$ cat config.mk
export PLATFORM = sky130hd
export DESIGN_NAME = frost_scene_core
export DESIGN_NICKNAME = d
export VERILOG_FILES = /design/src/rtl/frost_scene_core.sv
export SDC_FILE = /design/constraint.sdc
export NUM_CORES = 1
export LEC_CHECK = 0
export ABC_AREA = 1
export CAP_MARGIN = 5
export CELL_PAD_IN_SITES_DETAIL_PLACEMENT = 2
export CELL_PAD_IN_SITES_GLOBAL_PLACEMENT = 2
export CORE_MARGIN = 2
export CORE_UTILIZATION = 32
export CTS_CLUSTER_DIAMETER = 200
export DETAILED_ROUTE_END_ITERATION = 7
export HOLD_SLACK_MARGIN = 0.05
export PLACE_DENSITY = 0.79
export SLEW_MARGIN = 0
export SYNTH_ARGS = -nofsm -noshare
export SYNTH_HDL_FRONTEND = slang
export SYNTH_SLANG_ARGS = --single-unit
$ cat constraint.sdc
create_clock -name clk -period 6.7 [get_ports clk]
set_input_delay 0.67 -clock clk [delete_from_list [all_inputs] [get_ports clk]]
set_output_delay 0.67 -clock clk [all_outputs]
set_load 0.02 [all_outputs]
$ cat src/rtl/frost_scene_core.sv
// Per-pixel scene core: background/sprite ROM addressing, animation frame select,
// color-key compositing and sticky ground-block touch detection.
module frost_scene_core #(
  parameter int unsigned ANIM_PERIOD = 6_000_000,
  parameter int unsigned BG_W        = 551,
  parameter int unsigned BG_H        = 401,
  parameter int unsigned SPR_W       = 47,
  parameter int unsigned SPR_H       = 41,
  parameter int unsigned BLK_W       = 28,
  parameter logic [11:0] KEY0        = 12'h428,
  parameter logic [11:0] KEY1        = 12'h028
) (
  input  logic        clk,
  input  logic        rst,
  input  logic [9:0]  col_addr_x,
  input  logic [8:0]  row_addr_y,
  input  logic [9:0]  x_blue,
  input  logic [8:0]  y_blue,
  input  logic [2:0]  blue_state,
  input  logic [9:0]  x_ground,
  input  logic [8:0]  y_ground,
  output logic [18:0] bg_addr,
  output logic [13:0] blue_addr,
  output logic [2:0]  blue_sel,
  input  logic [11:0] bg_pix,
  input  logic [11:0] blue_pix,
  output logic [11:0] pixel_out,
  output logic        touched
);

  localparam int unsigned CW     = 11;
  localparam int unsigned BG_AW  = 19;
  localparam int unsigned SPR_AW = 14;
  localparam int unsigned CNT_W  = 32;

  // Widen everything to 11 bits so x+46 / y+40 never wrap.
  logic [CW-1:0] x, y, bx, by, gx, gy, dx, dy;
  assign x  = CW'(col_addr_x);
  assign y  = CW'(row_addr_y);
  assign bx = CW'(x_blue);
  assign by = CW'(y_blue);
  assign gx = CW'(x_ground);
  assign gy = CW'(y_ground);
  assign dx = x - bx;
  assign dy = y - by;

  logic              bg_in, hit_d, touch_d, wrap, opaque;
  logic [BG_AW-1:0]  bg_addr_d;
  logic [SPR_AW-1:0] blue_addr_d;

  always_comb begin
    bg_in       = (x <= CW'(BG_W - 1)) && (y <= CW'(BG_H - 1));
    hit_d       = (x >= bx) && (x <= bx + CW'(SPR_W - 1)) &&
                  (y >= by) && (y <= by + CW'(SPR_H - 1));
    bg_addr_d   = '0;
    blue_addr_d = '0;
    if (bg_in)
      bg_addr_d = BG_AW'(y) * BG_AW'(BG_W) + BG_AW'(x);
    if (hit_d)
      blue_addr_d = SPR_AW'(dy) * SPR_AW'(SPR_W) + SPR_AW'(dx);
  end

  // Feet row sits directly on the block top and the x spans overlap.
  assign touch_d = (by + CW'(SPR_H) == gy) &&
                   (bx <= gx + CW'(BLK_W - 1)) &&
                   (gx <= bx + CW'(SPR_W - 1));

  logic [CNT_W-1:0] ipcnt;
  logic [1:0]       frame;
  logic             hit_q1, hit_q2;

  assign wrap   = (ipcnt == CNT_W'(ANIM_PERIOD));
  assign opaque = hit_q2 && (blue_pix != KEY0) && (blue_pix != KEY1);

  always_ff @(posedge clk) begin
    if (rst) begin
      ipcnt     <= '0;
      frame     <= '0;
      bg_addr   <= '0;
      blue_addr <= '0;
      blue_sel  <= '0;
      hit_q1    <= 1'b0;
      hit_q2    <= 1'b0;
      pixel_out <= '0;
      touched   <= 1'b0;
    end else begin
      ipcnt <= wrap ? '0 : ipcnt + CNT_W'(1);
      // Frame only advances or clears at a wrap, so blue_state[2] takes effect there.
      if (wrap)
        frame <= blue_state[2] ? frame + 2'd1 : 2'd0;
      bg_addr   <= bg_addr_d;
      blue_addr <= blue_addr_d;
      blue_sel  <= {blue_state[0], frame};
      hit_q1    <= hit_d;
      hit_q2    <= hit_q1;
      pixel_out <= opaque ? blue_pix : bg_pix;
      if (touch_d)
        touched <= 1'b1;
    end
  end

endmodule

# Word-level counts from Yosys, hierarchy flattened
# Index checks and enable logic that the tools add are counted.
# classes
addsub	10
bitwise	2
magnitude_cmp	8
n_reduce_logical	11
multipliers	2
n_mux	2
n_eq_ne	4
# ops
cell	n
<= comparator 10 x 11 -> 1 bit	3
adder 32 x 1 -> 32 bit (second input constant)	1
equality test 32 x 23 -> 1 bit (second input constant)	1
adder 9 x 6 -> 10 bit (second input constant)	2
adder 19 x 10 -> 19 bit	1
multiplier 9 x 10 -> 19 bit (second input constant)	1
adder 14 x 11 -> 14 bit	1
multiplier 11 x 6 -> 14 bit (second input constant)	1
two-way mux 12 bit	1
inequality test 12 x 11 -> 1 bit (second input constant)	1
inequality test 12 x 6 -> 1 bit (second input constant)	1
adder 10 x 5 -> 11 bit (second input constant)	1
adder 10 x 6 -> 11 bit (second input constant)	1
subtractor 10 x 10 -> 11 bit	1
equality test 10 x 9 -> 1 bit	1
>= comparator 10 bit	1
<= comparator 10 bit (second input constant)	1
<= comparator 9 x 10 -> 1 bit	1
subtractor 9 x 9 -> 10 bit	1
>= comparator 9 bit	1
<= comparator 9 bit (second input constant)	1
logical AND 1 bit	8
OR reduction 2 bit	3
adder 2 x 1 -> 2 bit (second input constant)	1
other kinds (2)	3
# totals
elab_cells	48
register_bits	85

# Depth between registers and ports, before layout
# Gate-level depths: netlist (run 1).
# depth
ltp_word	7
ltp_mapped	28

# Worst setup path before layout (run 1)
# Ideal clock, no wire load.
# synth_path
path_type	input-to-reg
startpoint	in y_blue[3]
endpoint	reg blue_addr[11]
arrival_time_ps	5380
path_stages	26
n_path_buf	0
setup_slack_ps	1200
cell_sequence	inv_1 ha_1 nand2_1 inv_1 nand2_1 nand2_1 a21oi_1 inv_1 or2_2 nand2_1 inv_1 fa_1 inv_1 fa_1 inv_1 fa_1 inv_1 fa_1 inv_1 ha_1 a21o_1 a31oi_1 o21ai_0 a21oi_1 xor2_1 nor2_1
# synth_between
elab_chain_cells	5
# synth_lines
element	line	source
start, declared	18	input logic [8:0] y_blue,
branches (longest 5 deep; another with multiplier 11 x 6 -> 14 bit)	--	
end signal, assigned	92	blue_addr <= blue_addr_d;
end, declared	23	output logic [13:0] blue_addr,
# Parallel ways; which one is timed is not known.
# A chain may end at the register's enable or synchronous reset.

# Worst setup path after layout (run 1)
# Ends and elaborated chain as after synthesis.

==> results of run 1 <==
-- repair_timing --
action                                 CTS  global route
resized for setup                        0             1
endpoints found under the hold margin    0             0
setup endpoints to repair                0             1
-- cell families (layout without fill, tap and decap cells) --
| family | count (synthesis) | in the layout | synth area share [%] |
|---|---|---|---|
| buffers and inverters | 249 | 402 | 10.1 |
| adders and majority gates | 207 | 207 | 32.0 |
| DFF | 85 | 85 | 18.3 |
| AOI/OAI and AO/OA | 149 | 149 | 8.91 |
| and+or+nand+nor | 497 | 497 | 23.4 |
| xor gates and xnor gates | 76 | 76 | 7.23 |
-- registers in the layout (all words and copies together), names as in the netlist --
name / flops
hit_q2: 1
pixel_out: 12
hit_q1: 1
blue_addr: 14
touched: 1
blue_sel: 3
frame: 2
ipcnt: 32
bg_addr: 19
-- synth_stat cells (3+ instances only) --
master	instances
a21o_1	6
a21oi_1	76
a31oi_1	7
buf_2	4
clkbuf_1	4
dfxtp_1	85
fa_1	52
ha_1	155
inv_1	237
nand2_1	220
nand2_2	3
nand3_1	62
nand4_1	22
nor2_1	135
nor2_2	3
nor2_4	3
nor3_1	19
nor3b_1	8
nor4_1	5
o21a_1	8
o21ai_0	37
o21bai_1	3
or2_2	9
xnor2_1	23
xor2_1	52
-- routing by layer --
metal  track usage (%)  up-vias  share of wire (%)
li1                  -     4334                  -
met1              25.3     4296                 45
met2              36.8      145                 50
met3              2.61       25                3.3
met4              5.52        0                1.4
met5                 0        -                  0
-- critical path, cell delays in order --
cell and delay, ps:
clkdlybuf4s50_1 610, inv_1 150, ha_1 390, nand2_1 140, inv_1 50, nand2_1 60
nand2_1 70, a21oi_1 110, inv_1 60, or2_2 260, nand2_1 80, inv_1 90
fa_1 510, inv_1 60, fa_1 490, inv_1 60, fa_1 540, inv_1 60
fa_1 540, inv_1 40, ha_1 370, a21o_1 220, a31oi_1 240, o21ai_1 150
a21oi_1 180, xor2_1 160, nor2_1 50
-- through the flow --
step | instance area [um2] | hold slack, ps | utilization (%) | setup WS, ps | cells
after floorplan | 9310 | 388 | - | 1200 | 1263
after global placement | 11200 | 392 | 39.0 | 261 | 1784
after detailed placement | 11200 | 434 | 39.0 | 129 | 1784
after CTS | 11500 | 444 | 40.0 | 467 | 1800
after global routing | 11500 | 467 | 40.0 | 64.6 | 1800
final | 11500 | 435 | 40.0 | 515 | 1800
-- worst paths after layout --
check	endpoint	slack, ps	cells after the start
setup / recovery	blue_addr[11]	520	27
hold / removal	hit_q2	440	2
setup reg to reg	ipcnt[10]	4170	8
hold reg to reg	hit_q2	440	2
-- area by class of cell --
class	count	area (um2)	share of cell area, %
Tap cell	384	480	4.19
Timing Repair Buffer	147	1440	12.5
Sequential cell	85	1700	14.8
Inverter	239	897	7.82
Multi-Input combinational cell	929	6670	58.1
Clock inverter	6	52.6	0.458
Clock buffer	10	239	2.08
-- power by group --
| group | internal (uW) | switching, uW |
|---|---|---|
| Clock | 268 | 253 |
| Sequential | 553 | 14.3 |
| Combinational | 1380 | 2100 |
==> qor.csv, run 1 <==
metric,value,unit
dp_hpwl,25.8,mm
final_common_cell,inv_1,
drcViolationCount,0,
synth_cells,1263,
first_global_vias,9946,
setup_viol,0,
hold_viol,0,
path_class,primary input to register,
cp_data_required_time,6930,ps
antenna_cells,0,
hold_path.class,register to register,
firstDrtPassIters,4,
overflow,0,
dr.first_iter.drc_count,204,
grtUsageTotal,20.3,%
cts_sinks,85,
final.setup.tns,0,ps
synth_cell_types,45,
clk_latency,370,ps
syn_area,9310,um2
path_max_fanout,6,
antenna_left,0,
fp.coreArea,28700,um2
portBuffers,133,
power_density,398,nW/um2
critPathLaunchType,primary input,
synth-seq-cells,85,
place.gp.congestion,0.837,
die_area,30500,um2
fillers,3399,
slew-limit-headroom,21.6,%
cts_root_buf,clkbuf_16,
status,"complete, no violations",
num_rows,62,
io_pins,135,
ir_worst_vdd,0.333,mV
timing.rr.start,ipcnt[19],
slew_violations,0,
total_power,4570,uW
cts_setup_buffers,0,
yosys-top-cells-area,"ha_1, dfxtp_1, fa_1, inv_1, nand2_1",
cap_violations,0,
areaGrowthSynthToFinish,23.2,%
cts_hold_buf,0,
clkTransAtPathRegs,70,ps
synth_edf_count,0,
layout-drive-gt1-share,4.10,%
yosysTopAreaCell,ha_1,
h-tree-depth,3,
worstPathArrival,6420,ps
rsz0062_at_grt,false,
synth_ff_type,dfxtp_1,
layout.nets,1704,
start_util,32.4,%
avgViaCountPerCell,4.89,
fmax,162,MHz
async_reset_ff_share,0,%
die_w,175,um
grt_max_degree,32,
cts_tree,done,
grt_first_pass_wirelength,49.8,mm
min_period,6180,ps
power_leakage,0.00568,uW
cts_buffer_depth,2,
skew,5.31,ps
syn_area_per_cell,7.37,um2
cts_buffers,9,
min_from,hit_q1,
wl_per_cell,16.6,um
synthesis.nets,1556,
antenna_found_initial,0,
ys_seq_area_share,18.3,%
finalCritPeriodShare,92.3,%
layout_common_cells,"inv_1, nand2_1, ha_1",
die_y,175,um
synth_top_area_share,20.8,%
wirelength,29.8,mm
cp-end-kind,register,
setup.worst_path.start,y_blue[3],
tightest_slew,1170,ps
num_vias,8800,
ys_warn_count,0,
(Power assumes the default switching activity.)
==> run 2, diff against run 1 <==
Settings changed: TNS_END_PERCENT set to 1.
==> results of run 2 <==
Same layout as run 1: the final DEF is identical, and so are final timing and power.
==> run 3, diff against run 2 <==
Settings changed: HOLD_SLACK_MARGIN 0.05 to not set.
==> results of run 3 <==
Same layout as run 1: the final DEF is identical, and so are final timing and power.
